**src/rtl/pspin_cfg_pkg.sv**
```systemverilog
// Shared PsPIN configuration: core/interface counts and the command/completion
// records exchanged between HPUs and the command interfaces.
package pspin_cfg_pkg;

   localparam int NUM_CORES          = 8;
   localparam int NUM_CMD_INTERFACES = 3;
   localparam int NUM_HPU_CMDS       = 4;

   localparam int CORE_ID_W = 4;
   localparam int CMD_IDX_W = 2;
   localparam int INTF_ID_W = 2;

   typedef struct packed {
      logic [CORE_ID_W-1:0] core_id;
      logic [CMD_IDX_W-1:0] local_cmd_id;
   } pspin_cmd_id_t;

   typedef struct packed {
      pspin_cmd_id_t        cmd_id;
      logic [INTF_ID_W-1:0] intf_id;
      logic [31:0]          cmd_data;
   } pspin_cmd_req_t;

   typedef struct packed {
      pspin_cmd_id_t cmd_id;
      logic [31:0]   resp_data;
   } pspin_cmd_resp_t;

   typedef enum logic {
      SLOT_EMPTY = 1'b0,
      SLOT_FULL  = 1'b1
   } slot_state_e;

endpackage

```
**src/rtl/rr_arb_tree.sv**
```systemverilog
// Round-robin arbiter: one-hot grant starting from the slot after the last
// winner; the pointer only moves when the downstream side takes the grant.
module rr_arb_tree #(
   parameter int NUM_IN = 4,
   parameter int IDX_W  = (NUM_IN > 1) ? $clog2(NUM_IN) : 1
) (
   input  logic              clk_i,
   input  logic              rst_i,
   input  logic [NUM_IN-1:0] req_i,
   input  logic              gnt_i,
   output logic              req_o,
   output logic [NUM_IN-1:0] gnt_o,
   output logic [IDX_W-1:0]  idx_o
);

   logic [IDX_W-1:0] ptr_q;

   always_comb begin
      int               c;
      logic [IDX_W-1:0] cand;
      c     = 0;
      cand  = '0;
      req_o = 1'b0;
      idx_o = '0;
      for (int k = 0; k < NUM_IN; k++) begin
         c    = (int'(ptr_q) + k) % NUM_IN;
         cand = IDX_W'(c);
         if (!req_o && req_i[cand]) begin
            req_o = 1'b1;
            idx_o = cand;
         end
      end
      for (int k = 0; k < NUM_IN; k++) begin
         gnt_o[k] = req_o && gnt_i && (idx_o == IDX_W'(k));
      end
   end

   always_ff @(posedge clk_i) begin
      if (rst_i) begin
         ptr_q <= '0;
      end else if (req_o && gnt_i) begin
         ptr_q <= (idx_o == IDX_W'(NUM_IN - 1)) ? '0 : idx_o + 1'b1;
      end
   end

endmodule

```
**src/rtl/pspin_cmd_router.sv**
```systemverilog
// Routes HPU commands through a single output slot to the command interfaces
// and returns completions to HPUs. Optional stats: PSPIN_CMD_ROUTER_STATS_EN.
module pspin_cmd_router
   import pspin_cfg_pkg::*;
#(
   parameter int NUM_REQ      = NUM_CORES,
   parameter int NUM_INTF     = NUM_CMD_INTERFACES,
   parameter int MAX_INFLIGHT = NUM_HPU_CMDS
) (
   input  logic                             clk_i,
   input  logic                             rst_i,
   input  logic            [NUM_REQ-1:0]    req_valid_i,
   output logic            [NUM_REQ-1:0]    req_ready_o,
   input  pspin_cmd_req_t  [NUM_REQ-1:0]    req_i,
   output logic            [NUM_INTF-1:0]   intf_valid_o,
   input  logic            [NUM_INTF-1:0]   intf_ready_i,
   output pspin_cmd_req_t                   intf_cmd_o,
   input  logic            [NUM_INTF-1:0]   intf_resp_valid_i,
   output logic            [NUM_INTF-1:0]   intf_resp_ready_o,
   input  pspin_cmd_resp_t [NUM_INTF-1:0]   intf_resp_i,
   output logic            [NUM_REQ-1:0]    resp_valid_o,
   output pspin_cmd_resp_t                  resp_o,
`ifdef PSPIN_CMD_ROUTER_STATS_EN
   output logic [NUM_INTF-1:0][31:0]        stat_cmd_cnt_o,
`endif
   output logic                             err_o
);

   localparam int CNT_W      = $clog2(MAX_INFLIGHT + 1);
   localparam int REQ_IDX_W  = (NUM_REQ > 1) ? $clog2(NUM_REQ) : 1;
   localparam int INTF_IDX_W = (NUM_INTF > 1) ? $clog2(NUM_INTF) : 1;

   slot_state_e                   state_q, state_d;
   logic [NUM_REQ-1:0][CNT_W-1:0] cnt_q;
   logic [NUM_REQ-1:0]            eligible, cnt_inc, cnt_dec;
   logic                          can_grant, drain, req_any, accept, cmd_legal, load;
   logic [REQ_IDX_W-1:0]          acc_idx;
   pspin_cmd_req_t                acc_cmd;
   logic                          resp_grant, resp_legal;
   logic [INTF_IDX_W-1:0]         resp_idx;
   pspin_cmd_resp_t               resp_sel;
   logic [NUM_REQ-1:0]            resp_valid_d;

   // Command side: eligibility, arbitration and slot hand-off
   always_comb begin
      for (int i = 0; i < NUM_REQ; i++) begin
         eligible[i] = req_valid_i[i] && (int'(cnt_q[i]) < MAX_INFLIGHT);
      end
      for (int j = 0; j < NUM_INTF; j++) begin
         intf_valid_o[j] = (state_q == SLOT_FULL) && (int'(intf_cmd_o.intf_id) == j);
      end
   end

   assign drain     = (state_q == SLOT_FULL) && |(intf_valid_o & intf_ready_i);
   assign can_grant = (state_q == SLOT_EMPTY) || drain;

   rr_arb_tree #(
      .NUM_IN (NUM_REQ),
      .IDX_W  (REQ_IDX_W)
   ) i_req_arb (
      .clk_i  (clk_i),
      .rst_i  (rst_i),
      .req_i  (eligible),
      .gnt_i  (can_grant),
      .req_o  (req_any),
      .gnt_o  (req_ready_o),
      .idx_o  (acc_idx)
   );

   assign accept    = req_any && can_grant;
   assign acc_cmd   = req_i[acc_idx];
   assign cmd_legal = int'(acc_cmd.intf_id) < NUM_INTF;
   // Commands naming a non-existent interface are consumed but never loaded.
   assign load      = accept && cmd_legal;

   always_comb begin
      state_d = state_q;
      unique case (state_q)
         SLOT_EMPTY: if (load) state_d = SLOT_FULL;
         SLOT_FULL:  if (drain && !load) state_d = SLOT_EMPTY;
         default:    state_d = SLOT_EMPTY;
      endcase
   end

   // Completion side: no backpressure toward HPUs, so the grant is unconditional
   rr_arb_tree #(
      .NUM_IN (NUM_INTF),
      .IDX_W  (INTF_IDX_W)
   ) i_resp_arb (
      .clk_i  (clk_i),
      .rst_i  (rst_i),
      .req_i  (intf_resp_valid_i),
      .gnt_i  (1'b1),
      .req_o  (resp_grant),
      .gnt_o  (intf_resp_ready_o),
      .idx_o  (resp_idx)
   );

   assign resp_sel   = intf_resp_i[resp_idx];
   assign resp_legal = resp_grant && (int'(resp_sel.cmd_id.core_id) < NUM_REQ);

   always_comb begin
      for (int i = 0; i < NUM_REQ; i++) begin
         resp_valid_d[i] = resp_legal && (int'(resp_sel.cmd_id.core_id) == i);
         cnt_inc[i]      = load && (acc_idx == REQ_IDX_W'(i));
         cnt_dec[i]      = resp_valid_d[i] && (cnt_q[i] != '0);
      end
   end

   // Registered outputs and slot state
   always_ff @(posedge clk_i) begin
      if (rst_i) begin
         state_q      <= SLOT_EMPTY;
         intf_cmd_o   <= '0;
         resp_o       <= '0;
         resp_valid_o <= '0;
         err_o        <= 1'b0;
      end else begin
         state_q      <= state_d;
         resp_valid_o <= resp_valid_d;
         err_o        <= (accept && !cmd_legal) || (resp_grant && !resp_legal);
         if (load) intf_cmd_o <= acc_cmd;
         if (resp_legal) resp_o <= resp_sel;
      end
   end

   always_ff @(posedge clk_i) begin
      if (rst_i) begin
         cnt_q <= '0;
      end else begin
         for (int i = 0; i < NUM_REQ; i++) begin
            if (cnt_inc[i] && !cnt_dec[i]) cnt_q[i] <= cnt_q[i] + 1'b1;
            else if (cnt_dec[i] && !cnt_inc[i]) cnt_q[i] <= cnt_q[i] - 1'b1;
         end
      end
   end

`ifdef PSPIN_CMD_ROUTER_STATS_EN
   always_ff @(posedge clk_i) begin
      if (rst_i) begin
         stat_cmd_cnt_o <= '0;
      end else begin
         for (int j = 0; j < NUM_INTF; j++) begin
            if (intf_valid_o[j] && intf_ready_i[j]) stat_cmd_cnt_o[j] <= stat_cmd_cnt_o[j] + 32'd1;
         end
      end
   end
`endif

endmodule

```
**config.mk**
```make
export PLATFORM = sky130hd
export DESIGN_NAME = pspin_cmd_router
export DESIGN_NICKNAME = d
export VERILOG_FILES = /design/src/rtl/pspin_cfg_pkg.sv /design/src/rtl/rr_arb_tree.sv /design/src/rtl/pspin_cmd_router.sv
export SDC_FILE = /design/constraint.sdc
export NUM_CORES = 1
export LEC_CHECK = 0
export CORE_AREA = 3 3 211 213
export CTS_CLUSTER_SIZE = 12
export DETAILED_ROUTE_END_ITERATION = 6
export DIE_AREA = 0 0 214 216
export GPL_TIMING_DRIVEN = 0
export HOLD_SLACK_MARGIN = 0.02
export PLACE_DENSITY = 0.58
export SETUP_SLACK_MARGIN = 0.5
export SKIP_LAST_GASP = 1
export SLEW_MARGIN = 20
export SYNTH_ARGS = -nofsm -noshare
export SYNTH_HDL_FRONTEND = slang
export SYNTH_SLANG_ARGS = --single-unit
```
**constraint.sdc**
```tcl
create_clock -name clk_i -period 7.3 [get_ports clk_i]
set_clock_uncertainty 0.15 [all_clocks]
set_input_delay 1.825 -clock clk_i [delete_from_list [all_inputs] [get_ports clk_i]]
set_output_delay 1.825 -clock clk_i [all_outputs]
set_load 0.01 [all_outputs]
```
=== Word level (Yosys, flattened, before mapping) ===
Cells that the tools add are included.

* Add/subtract/negate cells: 27
* $mul: 0
* Divide/modulo/power cells: 3
* $lt $le $gt $ge: 23
* Equal/unequal tests: 18
* Shift operators: 0
* Multiplexer cells: 69
* Bitwise operators: 2
* Reductions and logical operators: 129

{| class="wikitable"
|+ Operators by type and width
! operator !! number
|-
| $bmux W40 S3 || 1
|-
| $logic_and A1 B1 Y1 || 78
|-
| $bmux W38 S2 || 1
|-
| $mux W3 || 25
|-
| $mod A32 B3 Y32 const B || 2
|-
| $mux W40 || 1
|-
| $mux W38 || 1
|-
| $lt A3 B4 Y1 const B || 9
|-
| $mod A3 B3 Y32 const B || 1
|-
| $add A3 B1 Y3 const B || 10
|-
| $logic_not A1 Y1 || 28
|-
| $bmux W1 S3 || 8
|-
| $lt A3 B3 Y1 const B || 8
|-
| $mux W1 || 24
|-
| $reduce_bool A3 Y1 || 8
|-
| $sub A3 B1 Y3 const B || 8
|-
| $eq A4 B4 Y1 const B || 4
|-
| $reduce_bool A2 Y1 || 8
|-
| $add A3 B3 Y3 const B || 4
|-
| $eq A3 B3 Y1 const B || 4
|-
| $lt A2 B3 Y1 const B || 4
|-
| $eq A4 B3 Y1 const B || 2
|-
| $mux W2 || 4
|-
| $add A3 B2 Y3 const B || 2
|-
| other kinds (19) || 26
|}

* Flip-flop bits (word level): 117
* Bits in latches: 0
* RAM bits: 0
* Bits in read-only memories: 0
* Input port bits: 450
* Output and inout port bits: 101
* Logic and storage cells: 291
* Memories kept: 0

=== Logic depth before layout (Yosys ltp) ===
Gate-level depths: netlist (run 1).

* Depth after elaboration: 35
* Mapped depth: 23
* Mapped depth without buffers: 19

=== Modules after synthesis ===
A second synthesis (run 1) with hierarchy kept.

* Cell total of the unflattened synthesis: 941
* Area, all modules: 9,601.7 µm²

{| class="wikitable"
|+ Modules (own cells, without submodules)
! module !! instances !! cells each !! area each (µm²) !! seq. area each (µm²)
|-
| pspin_cmd_router || 1 || 757 || 7,985.2 || 2,242.2
|-
| rr_arb_tree at i_req_arb || 1 || 133 || 1,202.4 || 60.1
|-
| rr_arb_tree at i_resp_arb || 1 || 51 || 414.1 || 40.0
|}

=== Worst setup path before layout (run 1) ===
Ideal clock, no wire load.

* Path kind: in2out
* Start point: in req_valid_i[4]
* End point: out req_ready_o[3]
* Arrival time: 4,322 ps
* Data required time: 5,325 ps
* Setup slack: 1,003 ps
* Cell stages on the path: 12
* Buffers on the path: 3
* Path through: nand2b_1 -> mux2i_1 -> mux4_2 -> nor4_4 -> o211ai_1 -> nand3_1 -> buf_2 -> buf_4 -> buf_2 -> ha_1 -> ha_1 -> and2_1

* Longest elaborated chain between the ends: 27
* Elaborated cells between the ends (all ways): 50
* Those cells by class: 1 x eq/ne; 32 x mux; 17 x reduce/logical

{| class="wikitable"
|+ Ends and longest elaborated chain
! item !! line !! RTL
|-
| start: declaration || pspin_cmd_router.sv:12 || <nowiki>input logic [NUM_REQ-1:0] req_valid_i,</nowiki>
|-
| $logic_and A1 B1 Y1 * || pspin_cmd_router.sv:47 || <nowiki>eligible[i] = req_valid_i[i] && (int'(cnt_q[i]) < MAX_INFLIGHT);</nowiki>
|-
| $bmux W1 S3 || rr_arb_tree.sv:28 || <nowiki>if (!req_o && req_i[cand]) begin</nowiki>
|-
| $mux W1 (not written as such) || rr_arb_tree.sv:28 ||
|-
| $mux W1 || rr_arb_tree.sv:28 ||
|-
| $logic_not A1 Y1 || rr_arb_tree.sv:28 ||
|-
| $logic_and A1 B1 Y1 || rr_arb_tree.sv:28 ||
|-
| $mux W1 || rr_arb_tree.sv:28 ||
|-
| $logic_not A1 Y1 || rr_arb_tree.sv:28 ||
|-
| [... 11 more ...] || -- ||
|-
| $logic_not A1 Y1 || rr_arb_tree.sv:28 ||
|-
| $logic_and A1 B1 Y1 || rr_arb_tree.sv:28 ||
|-
| $mux W1 || rr_arb_tree.sv:28 ||
|-
| $logic_not A1 Y1 || rr_arb_tree.sv:28 ||
|-
| $logic_and A1 B1 Y1 || rr_arb_tree.sv:28 ||
|-
| $mux W3 / $mux W1 (equally long branches) || rr_arb_tree.sv:28 ||
|-
| $eq A3 B2 Y1 / $logic_and A1 B1 Y1 (equally long branches) || rr_arb_tree.sv:34 || <nowiki>gnt_o[k] = req_o && gnt_i && (idx_o == IDX_W'(k));</nowiki>
|-
| $logic_and A1 B1 Y1 * || rr_arb_tree.sv:34 ||
|-
| end: declaration || pspin_cmd_router.sv:13 || <nowiki>output logic [NUM_REQ-1:0] req_ready_o,</nowiki>
|}

Every way passes the cells marked *; elsewhere a longest branch is shown, timed or not. The select of a mux whose other input is x is not followed.

=== Worst setup path in the final report (run 1) ===
* Start point: in intf_resp_valid_i[0]
* End point: out intf_resp_ready_o[1]

* Longest elaborated chain between the ends: 11
* Elaborated cells between the ends (all ways): 18
* Those cells by class: 1 x eq/ne; 12 x mux; 5 x reduce/logical

{| class="wikitable"
|+ Ends and longest elaborated chain
! item !! line !! RTL
|-
| start: declaration || pspin_cmd_router.sv:18 || <nowiki>input logic [NUM_INTF-1:0] intf_resp_valid_i,</nowiki>
|-
| $bmux W1 S2 || rr_arb_tree.sv:28 ||
|-
| $mux W1 (not written as such) || rr_arb_tree.sv:28 ||
|-
| $mux W1 || rr_arb_tree.sv:28 ||
|-
| $logic_not A1 Y1 || rr_arb_tree.sv:28 ||
|-
| $logic_and A1 B1 Y1 || rr_arb_tree.sv:28 ||
|-
| $mux W1 || rr_arb_tree.sv:28 ||
|-
| $logic_not A1 Y1 || rr_arb_tree.sv:28 ||
|-
| $logic_and A1 B1 Y1 || rr_arb_tree.sv:28 ||
|-
| $mux W2 || rr_arb_tree.sv:28 ||
|-
| $eq A2 B1 Y1 || rr_arb_tree.sv:34 ||
|-
| $logic_and A1 B1 Y1 * || rr_arb_tree.sv:34 ||
|-
| end: declaration || pspin_cmd_router.sv:19 || <nowiki>output logic [NUM_INTF-1:0] intf_resp_ready_o,</nowiki>
|}

Marked as above.

==> results of run 1 <==
cell families (layout without fill, tap and decap cells):
group	count (synthesis)	after routing	synth area share [%]
buf+inv	109	707	5.70
simple gates	314	314	15.6
mux	234	234	27.2
fa+ha+maj	27	27	4.29
xor+xnor	19	19	1.81
other cells	0	13	0
compound gates	236	236	20.0
flops	117	117	25.4
timing repair:
action	CTS	global route
pin swaps	4	3
endpoints found under the hold margin	0	0
setup buffers	11	6
endpoints found under the setup margin	8	5
gates resized for setup	52	23
flip-flops by register name, indices dropped and copies added (netlist names):
signal	cells
i_resp_arb.ptr_q	2
resp_o	38
intf_cmd_o	40
state_q	1
cnt_q	24
i_req_arb.ptr_q	3
err_o	1
resp_valid_o	8
report_power, final:
part           switching, mW  internal (mW)
Combinational           3.41           2.77
Sequential             0.135          0.861
Clock                  0.337          0.564
Total                   3.88           4.20
area by class of cell:
| cell class | count | share of cell area (%) |
|---|---|---|
| diodes | 13 | 0.198 |
| clock buffers | 21 | 2.86 |
| plain buffers | 86 | 2.86 |
| flip-flops and latches | 117 | 14.3 |
| clock inverters | 11 | 0.906 |
| well taps | 585 | 4.45 |
| multi-input cells | 830 | 39.6 |
| repair buffers | 566 | 34.2 |
| inverters | 23 | 0.647 |
cell usage in the layout, fill, tap and decap left out, types with 18 or more instances in the layout:
master | netlist | routed
a21oi_1 | 18 | 18
a22oi_1 | 113 | 113
a311oi_1 | 34 | 34
buf_2 | 21 | 21
buf_4 | 3 | 19
clkbuf_1 | 46 | 45
clkdlybuf4s50_1 | 0 | 533
dfxtp_1 | 117 | 117
ha_1 | 18 | 18
mux2i_1 | 218 | 211
nand2_1 | 106 | 102
nand3_1 | 45 | 44
nor2_1 | 92 | 92
through the flow:
stage / instance area [um^2] / hold slack [ps] / setup TNS (ps) / power (mW)
after floorplan: 9220 / 326 / 0 / 4.89
final: 16400 / 310 / 0 / 8.08
after global placement: 15400 / 295 / -3630 / 6.93
after global routing: 16400 / 329 / 0 / 8.61
after detailed placement: 15400 / 306 / -3750 / 6.97
after CTS: 16300 / 315 / 0 / 8.09
metal layers:
layer | track usage, % | up-vias | share of wire [%]
met2 | 38.7 | 475 | 50
met3 | 5.62 | 57 | 6.5
met4 | 8.93 | 2 | 3.1
met5 | 0 | - | 0.024
li1 | - | 5151 | -
met1 | 25.7 | 5295 | 40
critical path, cell delays in order:
cell,delay (ps)
clkdlybuf4s50_1,410
inv_1,110
maj3_1,170
o221a_2,190
clkbuf_1,320
clkbuf_1,480
buf_1,490
clkdlybuf4s50_1,650
how the worst max path moves through the flow:
stage                                       to  slack [ps]  cells after the start
after floorplan                 req_ready_o[3]        1000                     12
after global placement          req_ready_o[7]        -770                     14
after detailed placement        req_ready_o[3]        -740                     14
after CTS                       req_ready_o[7]         500                     14
after global routing      intf_resp_ready_o[1]         520                      8
final                     intf_resp_ready_o[1]         690                      8
==> results.sh, run 1 <==
export IMPL_wl_per_cell_um=23.6
export IMPL_grt_overflow_total=0
export IMPL_start_util_pct=21.5
export IMPL_synth_top_cell_area_share_pct=25.4
export IMPL_core_area_um2=42900
export IMPL_synthesis_nets=1532
export IMPL_drv_cap=0
export IMPL_viasPerCell=4.88
export IMPL_r2r_end="cnt_q[11]"
export IMPL_r2r_start="i_req_arb.ptr_q[1]"
export IMPL_synth_commonest_cells="mux2i_1 (218), dfxtp_1 (117), a22oi_1 (113), nand2_1 (106), nor2_1 (92)"
export IMPL_end_kind="primary output"
export IMPL_min_delay_path_depth=2
export IMPL_period_needed_ps=6610
export IMPL_rows=76
export IMPL_clkTransAtPathRegs_ps=60
export IMPL_powerDensity_nw_per_um2=492
export IMPL_start_kind="primary input"
export IMPL_drive_gt1_share_pct=8.71
export IMPL_multiInputGateArea_um2=6500
export IMPL_synth_distinct_cells=76
export IMPL_grt_max_degree=17
export IMPL_worstPathMaxFanout=10
export IMPL_cts_tree="done"
export IMPL_r2r_cells=22
export IMPL_grt_pass1_vias=11225
export IMPL_gp_congestion=0.952
export IMPL_setup_violations_final=0
export IMPL_drc=0
export IMPL_clockRootBuffer="clkbuf_16"
export IMPL_dp_hpwl_mm=43.6
export IMPL_ys_async_sr_fraction_pct=0
export IMPL_first_pass_iters=5
export IMPL_antenna_found_initial=15
export IMPL_hold_start="intf_cmd_o[13]"
export IMPL_syn_area_um2=9220
export IMPL_status="finished, final reports clean"
export IMPL_vdd_drop_max_uv=235
export IMPL_ys_top_cells_by_area="dfxtp_1 (25%), mux2i_1 (24%), a22oi_1 (9.2%), nand2_1 (4.3%), nor2_1 (3.7%)"
export IMPL_ys_warn_count=0
export IMPL_synth_area_leader_cell="dfxtp_1"
export IMPL_yosysSeqAreaShare_pct=25.4
export IMPL_hold_violations=0
export IMPL_yosysMostFrequentCell="mux2i_1"
export IMPL_port_buffers=549
export IMPL_rsz0062_at_grt="no"
export IMPL_reg2reg_slack_ps=2080
export IMPL_final_seq_area_um2=2340
export IMPL_cts_buffers=17
export IMPL_fin_ws_ps=690
export IMPL_htree_num_levels=4
export IMPL_holdCritPathClass="register to register"
export IMPL_syn_inst=1056
export IMPL_dp_cells=2190
export IMPL_cts_hold_buffers=0
export IMPL_fin_nets=2117
export IMPL_clock_fmax_mhz=151
export IMPL_dieArea_um2=46200
export IMPL_final_util_pct=38.3
export IMPL_grt_pass1_wl_mm=75.8
export IMPL_period_share_pct=90.6
export IMPL_first_iter_violations=670
export IMPL_fillers=4414
export IMPL_worst_slew_pin_slew_ps=980
export IMPL_clock_latency_ps=440
export IMPL_clock_sinks=117
export IMPL_routed_wl_mm=53.1
export IMPL_crit_start="intf_resp_valid_i[0]"
export IMPL_finalNonFillerCells=2252
export IMPL_slew_headroom_pct=34.7
export IMPL_die_x_um=214
export IMPL_dr_total_vias=10980
export IMPL_grt_use_total_pct=22.1
export IMPL_syn_mean_instance_area_um2=8.73
export IMPL_drtAntennaViolNets=0
export IMPL_synth_edf_count=0
export IMPL_boundaryPins=551
export IMPL_p_leak_nw=6.40
export IMPL_yosys_register_bits=117
export IMPL_maxSlewViolCount=0
export IMPL_cp_arrival_ps=4640
export IMPL_area_delta_synth_final_pct=78.2
export IMPL_pre_cts_slack_ps=-743
export IMPL_critPathKind="primary input to primary output"
export IMPL_required_ps=5330
export IMPL_clk_path_buf_depth=2
export IMPL_fp_dieH_um=216
export IMPL_dominantRegCellSynth="dfxtp_1"
export IMPL_whs_endpoint="intf_cmd_o[13]"
(Power assumes the default switching activity.)
==> run 2, diff against run 1 <==
Clock period 7.3 ns to 7.05 ns, I/O delays scaled along.
==> run 2 against run 1 <==
- sequential cell count did not move
- via count rose by 0.25%
- non-clock buffer count did not move
- worst hold slack barely moved
- cell area barely moved
- sequential power barely moved
- critical path depth rose by 7
- final cell count did not move
- clock-buffer cell count did not move
- clock power rose by 3.6%
- largest power group unchanged
==> results.sh, run 2 (same netlist as run 1, synthesis figures left out) <==
export IMPL_wl_per_cell_um=23.6
export IMPL_grt_max_degree=17
export IMPL_maxSlewViolCount=0
export IMPL_rows=76
export IMPL_drv_cap=0
export IMPL_finalPower_mw=8.40
export IMPL_gp_congestion=0.952
export IMPL_drc=0
export IMPL_grt_overflow_total=0
export IMPL_pre_cts_slack_ps=-868
export IMPL_gr_max_usage_layer="met2"
export IMPL_rsz0062_at_grt="no"
export IMPL_slew_headroom_pct=34.6
export IMPL_max_flop_register="intf_cmd_o"
export IMPL_end_kind="primary output"
export IMPL_cts_buffers=17
export IMPL_dp_hpwl_mm=43.6
export IMPL_grt_pass1_vias=11258
export IMPL_viasPerCell=4.89
export IMPL_postLayoutCellArea_um2=16400
export IMPL_dpl_cell_area_um2=15400
export IMPL_crit_chain="dlygate4sd2_1 -> nor2b_4 -> mux4_2 -> mux2i_1 -> o41ai_2 -> a211oi_2 -> nand3_2 -> buf_4 -> buf_6 -> buf_12 -> buf_16 -> ha_2 -> ha_1 -> and2_4 -> buf_2"
export IMPL_clock_fmax_mhz=155
export IMPL_grt_pass1_wl_mm=75.9
export IMPL_hold_violations=0
export IMPL_final_common_cell="clkdlybuf4s50_1"
export IMPL_drive_gt1_share_pct=9.01
export IMPL_status="finished, final reports clean"
export IMPL_port_buffers=549
export IMPL_clock_latency_ps=440
export IMPL_r2r_start="i_req_arb.ptr_q[1]"
export IMPL_whs_endpoint="intf_cmd_o[13]"
export IMPL_cp_slowest_cell="mux4_2"
export IMPL_routed_wl_mm=53.1
export IMPL_mostFrequentLayoutCells="clkdlybuf4s50_1 (533), mux2i_1 (212), dfxtp_1 (117), a22oi_1 (113), nand2_1 (102)"
export IMPL_fp_dieH_um=216
export IMPL_cts_tree="done"
export IMPL_max_stage_delay_ps=510
export IMPL_largest_reg_flops=40
export IMPL_cp_arrival_ps=4540
export IMPL_powerDensity_nw_per_um2=511
export IMPL_critPathKind="primary input to primary output"
export IMPL_p_leak_nw=6.40
export IMPL_r2r_end="cnt_q[11]"
export IMPL_die_x_um=214
export IMPL_cts_hold_buffers=0
export IMPL_drtAntennaViolNets=0
export IMPL_core_area_um2=42900
export IMPL_grt_use_total_pct=22.1
export IMPL_clkTransAtPathRegs_ps=60
export IMPL_worst_slew_pin_slew_ps=981
export IMPL_vdd_drop_max_uv=263
export IMPL_htree_num_levels=4
export IMPL_clk_path_buf_depth=2
export IMPL_dr_total_vias=11007
export IMPL_final_seq_area_um2=2340
export IMPL_hold_ws_ps=310
export IMPL_area_delta_synth_final_pct=78.3
export IMPL_multiInputGateArea_um2=6520
export IMPL_worstPathMaxFanout=4
export IMPL_holdCritPathClass="register to register"
export IMPL_grtUsageMet3_pct=5.62
export IMPL_crit_family="buffers and inverters"
export IMPL_first_iter_violations=690
export IMPL_period_share_pct=91.5
export IMPL_min_delay_path_depth=2
export IMPL_start_util_pct=21.5
export IMPL_clockRootBuffer="clkbuf_16"
export IMPL_start_kind="primary input"
export IMPL_path_buf_inv=6
export IMPL_top_regs="intf_cmd_o (40), resp_o (38), cnt_q (24)"
export IMPL_setup_violations_final=0
export IMPL_antenna_found_initial=15
export IMPL_fin_nets=2117
export IMPL_clock_sinks=117
export IMPL_period_needed_ps=6450
export IMPL_first_pass_iters=5
export IMPL_hold_start="intf_cmd_o[13]"
export IMPL_grtUsageMet2_pct=38.8
export IMPL_boundaryPins=551
export IMPL_fin_ws_ps=599
export IMPL_globalRouteMet1Util_pct=25.7
export IMPL_dieArea_um2=46200
export IMPL_required_ps=5140
export IMPL_r2r_cells=22
export IMPL_reg2reg_slack_ps=1810
export IMPL_fillers=4416
## run 2: per-layer routing
layer,wire [um],vias to the layer above
li1,-,5149
met1,21400,5287
met2,26400,501
met3,3480,68
met4,1730,2
met5,13,-
## run 2: area by class of cell
type | count | area share [%]
Clock buffer | 21 | 2.86
Buffer | 86 | 2.86
Antenna cell | 13 | 0.198
Clock inverter | 11 | 0.906
Timing Repair Buffer | 566 | 34.2
Tap cell | 585 | 4.45
Inverter | 23 | 0.647
Multi-Input combinational cell | 830 | 39.6
Sequential cell | 117 | 14.2
## run 2: what timing repair did
item / CTS / global route
gates resized for setup: 63 / 19
endpoints found under the setup margin: 11 / 9
cloned: 0 / 0
pin swaps: 6 / 3
endpoints found under the hold margin: 0 / 0
buffers inserted: 13 / 4
## run 2: power breakdown
group          switching (mW)  internal [mW]
combinational            3.54           2.89
clock                   0.349          0.584
sequential              0.139          0.891
## run 2: worst min-delay path, stage by stage, from the launching register on
cell and delay, ps:
dfxtp_1 310, nand2_1 50, mux2i_1 50
## run 2: worst max-delay path by stage
stage	from	to	slack, ps	depth (start not counted)
finish	req_valid_i[1]	req_ready_o[3]	600	15
floorplan	req_valid_i[4]	req_ready_o[3]	880	12
global route	req_valid_i[1]	req_ready_o[3]	500	15
CTS	req_valid_i[5]	req_ready_o[0]	370	10
detailed placement	req_valid_i[4]	req_ready_o[3]	-870	14
global placement	req_valid_i[2]	req_ready_o[7]	-900	14
## run 2: stage by stage
stage	TNS [ps]	cells	util [%]
floorplan	0	1056	-
finish	0	2252	38.3
CTS	0	2235	38.0
detailed placement	-4750	2190	36.0
global route	0	2252	38.3
global placement	-4630	2190	36.0
==> run 3, diff against run 2 <==
Settings changed: ABC_AREA from default to 1, CORE_AREA 3 3 211 213 to 3 3 215 217, DIE_AREA 0 0 214 216 to 0 0 218 220, PLACE_DENSITY 0.58 to 0.57.
==> run 3 against run 2 <==
- worst hold slack better by 2.3 ps
- register-to-register slack worse by 230 ps
- core utilization fell by 0.16 points
- non-clock buffer count increased by 29
- final cell count up 27%
- highest routed layer is now met4
- critical path type unchanged
- wire length increased by 10%
- the flow now finishes with violations (DRC)
==> results.sh, run 3 <==
export IMPL_start_kind="primary input"
export IMPL_grt_pass1_wl_mm=82.8
export IMPL_synth_area_leader_cell="dfxtp_1"
export IMPL_top_regs="intf_cmd_o (40), resp_o (38), cnt_q (24)"
export IMPL_core_area_um2=44300
export IMPL_grt_use_total_pct=23.3
export IMPL_cts_hold_buffers=0
export IMPL_violations="DRC"
export IMPL_cp_arrival_ps=4430
export IMPL_ys_async_sr_fraction_pct=0
export IMPL_max_flop_register="intf_cmd_o"
export IMPL_boundaryPins=551
export IMPL_wl_per_cell_um=20.5
export IMPL_required_ps=5140
export IMPL_clk_path_buf_depth=2
export IMPL_slew_headroom_pct=33.7
export IMPL_synth_distinct_cells=45
export IMPL_syn_inst=1663
export IMPL_final_seq_area_um2=2340
export IMPL_synth_top_cell_area_share_pct=24.2
export IMPL_dieArea_um2=48000
export IMPL_drive_gt1_share_pct=7.97
export IMPL_clock_fmax_mhz=158
export IMPL_fillers=4783
export IMPL_dp_hpwl_mm=48.1
export IMPL_clkTransAtPathRegs_ps=60
export IMPL_dominantRegCellSynth="dfxtp_1"
export IMPL_drtAntennaViolNets=0
export IMPL_first_iter_violations=910
export IMPL_ys_top_cells_by_area="dfxtp_1 (24%), nand2_1 (23%), nand3_1 (20%), a21oi_1 (5.4%), inv_1 (4.0%)"
export IMPL_clockRootBuffer="clkbuf_16"
export IMPL_start_util_pct=21.8
export IMPL_final_common_cell="nand2_1"
export IMPL_setup_violations_final=0
export IMPL_grt_pass1_vias=13233
export IMPL_worstPathMaxFanout=11
export IMPL_first_pass_iters=7
export IMPL_largest_reg_flops=40
export IMPL_ys_warn_count=0
export IMPL_multiInputGateArea_um2=6450
export IMPL_critPathKind="primary input to primary output"
export IMPL_status="complete, but fails checks"
export IMPL_routed_wl_mm=58.6
export IMPL_antenna_found_initial=3
export IMPL_grt_overflow_total=0
export IMPL_port_buffers=550
export IMPL_cts_tree="done"
export IMPL_yosysSeqAreaShare_pct=24.2
export IMPL_dr_total_vias=13345
export IMPL_synthesis_nets=2139
export IMPL_die_x_um=218
export IMPL_viasPerCell=4.68
export IMPL_mostFrequentLayoutCells="nand2_1 (588), clkdlybuf4s50_1 (533), nand3_1 (374), dfxtp_1 (117), a21oi_1 (105)"
export IMPL_clock_latency_ps=440
export IMPL_syn_area_um2=9660
export IMPL_worst_slew_pin_slew_ps=994
export IMPL_period_share_pct=90.0
export IMPL_clock_sinks=117
export IMPL_yosys_register_bits=117
export IMPL_drc=4
export IMPL_synth_commonest_cells="nand2_1 (591), nand3_1 (394), dfxtp_1 (117), a21oi_1 (105), inv_1 (104)"
export IMPL_grt_max_degree=17
export IMPL_fp_dieH_um=220
export IMPL_holdCritPathClass="register to register"
export IMPL_htree_num_levels=4
export IMPL_cts_buffers=17
export IMPL_fin_nets=2722
export IMPL_yosysMostFrequentCell="nand2_1"
export IMPL_maxSlewViolCount=0
export IMPL_drv_cap=0
export IMPL_rsz0062_at_grt="no"
export IMPL_hold_violations=0
export IMPL_syn_mean_instance_area_um2=5.81
export IMPL_area_delta_synth_final_pct=75.1
export IMPL_period_needed_ps=6340
export IMPL_end_kind="primary output"
export IMPL_synth_edf_count=0
export IMPL_gp_congestion=0.951
export IMPL_rows=77
export IMPL_hold_ws_ps=312
==> run 3: changes by cell type after synthesis, sizes merged, moves of 34 or more <==
cell    delta
a311oi    -34
a22oi    -112
a21oi     +96
inv       +91
nand2    +492
mux2i    -218
nand3    +362
==> run 3: worst paths after layout <==
| kind | endpoint | cells past startpoint | slack [ps] | from |
|---|---|---|---|---|
| setup / recovery | req_ready_o[0] | 19 | 710 | req_valid_i[0] |
| hold / removal | resp_o[8] | 2 | 310 | resp_o[8] |
| setup reg to reg | cnt_q[14] | 32 | 1580 | i_req_arb.ptr_q[0] |
| hold reg to reg | resp_o[8] | 2 | 310 | resp_o[8] |
==> run 3: cell families (layout without fill, tap and decap cells) <==
family / after synthesis / in the layout / share of synthesized area (%)
AO/OA/AOI/OAI: 160 / 160 / 9.38
other: 0 / 3 / 0
AND/OR/NAND/NOR: 1118 / 1118 / 51.0
flip-flops: 117 / 117 / 24.2
XOR/XNOR: 11 / 11 / 1.08
adder cells (fa/ha/maj): 26 / 26 / 3.99
buffers and inverters: 231 / 827 / 10.3
==> run 3: per-stage QoR <==
step / util [%] / TNS (ps) / setup WS (ps) / cell area [um^2] / std cells
after floorplan: - / 0 / 1280 / 9660 / 1663
after global placement: 35.9 / -5000 / -709 / 15900 / 2805
after detailed placement: 35.9 / -4880 / -688 / 15900 / 2805
after CTS: 38.1 / 0 / 509 / 16900 / 2849
after global routing: 38.2 / 0 / 503 / 16900 / 2852
final: 38.2 / 0 / 706 / 16900 / 2854
==> run 3: worst max-delay path: stages <==
cell and delay, ps:
dlygate4sd2_1 280, nand3_2 100, nand3_1 100, nand3_1 140
nand2_1 100, inv_2 90, nand4_4 150, nor2_8 140
nand3_1 80, nand3_1 100, nand2_2 80, buf_4 160
buf_12 150, buf_12 150, buf_12 150, ha_2 210
nand2_1 110, nor2_1 40, dlygate4sd2_1 300
==> run 3: layer usage <==
layer / global-route usage [%] / vias to the layer above / part of all wire [%]
met3: 5.31 / 76 / 7.3
met5: 0 / - / 0
met4: 5.98 / 0 / 2.0
met2: 39.4 / 528 / 48
met1: 29.8 / 6132 / 43
li1: - / 6609 / -
==> run 3: what timing repair did <==
item                                    in CTS  in global routing
pin swaps                                    7                  2
gates resized for setup                     98                  9
endpoints found under the setup margin      11                  9
setup buffers                               12                  2
==> run 3: final cells by class <==
type / instances / area share (%)
well taps: 592 / 4.38
clock inverters: 15 / 0.932
plain buffers: 117 / 4.47
clock buffers: 17 / 2.51
multi-input cells: 1315 / 38.1
repair buffers: 564 / 33.1
inverters: 114 / 2.56
flip-flops and latches: 117 / 13.8
diodes: 3 / 0.0444
Power of run 3 is left out: the tool's default activity adds up to more than one toggle a clock period on the data nets, which glitch-free logic cannot reach.
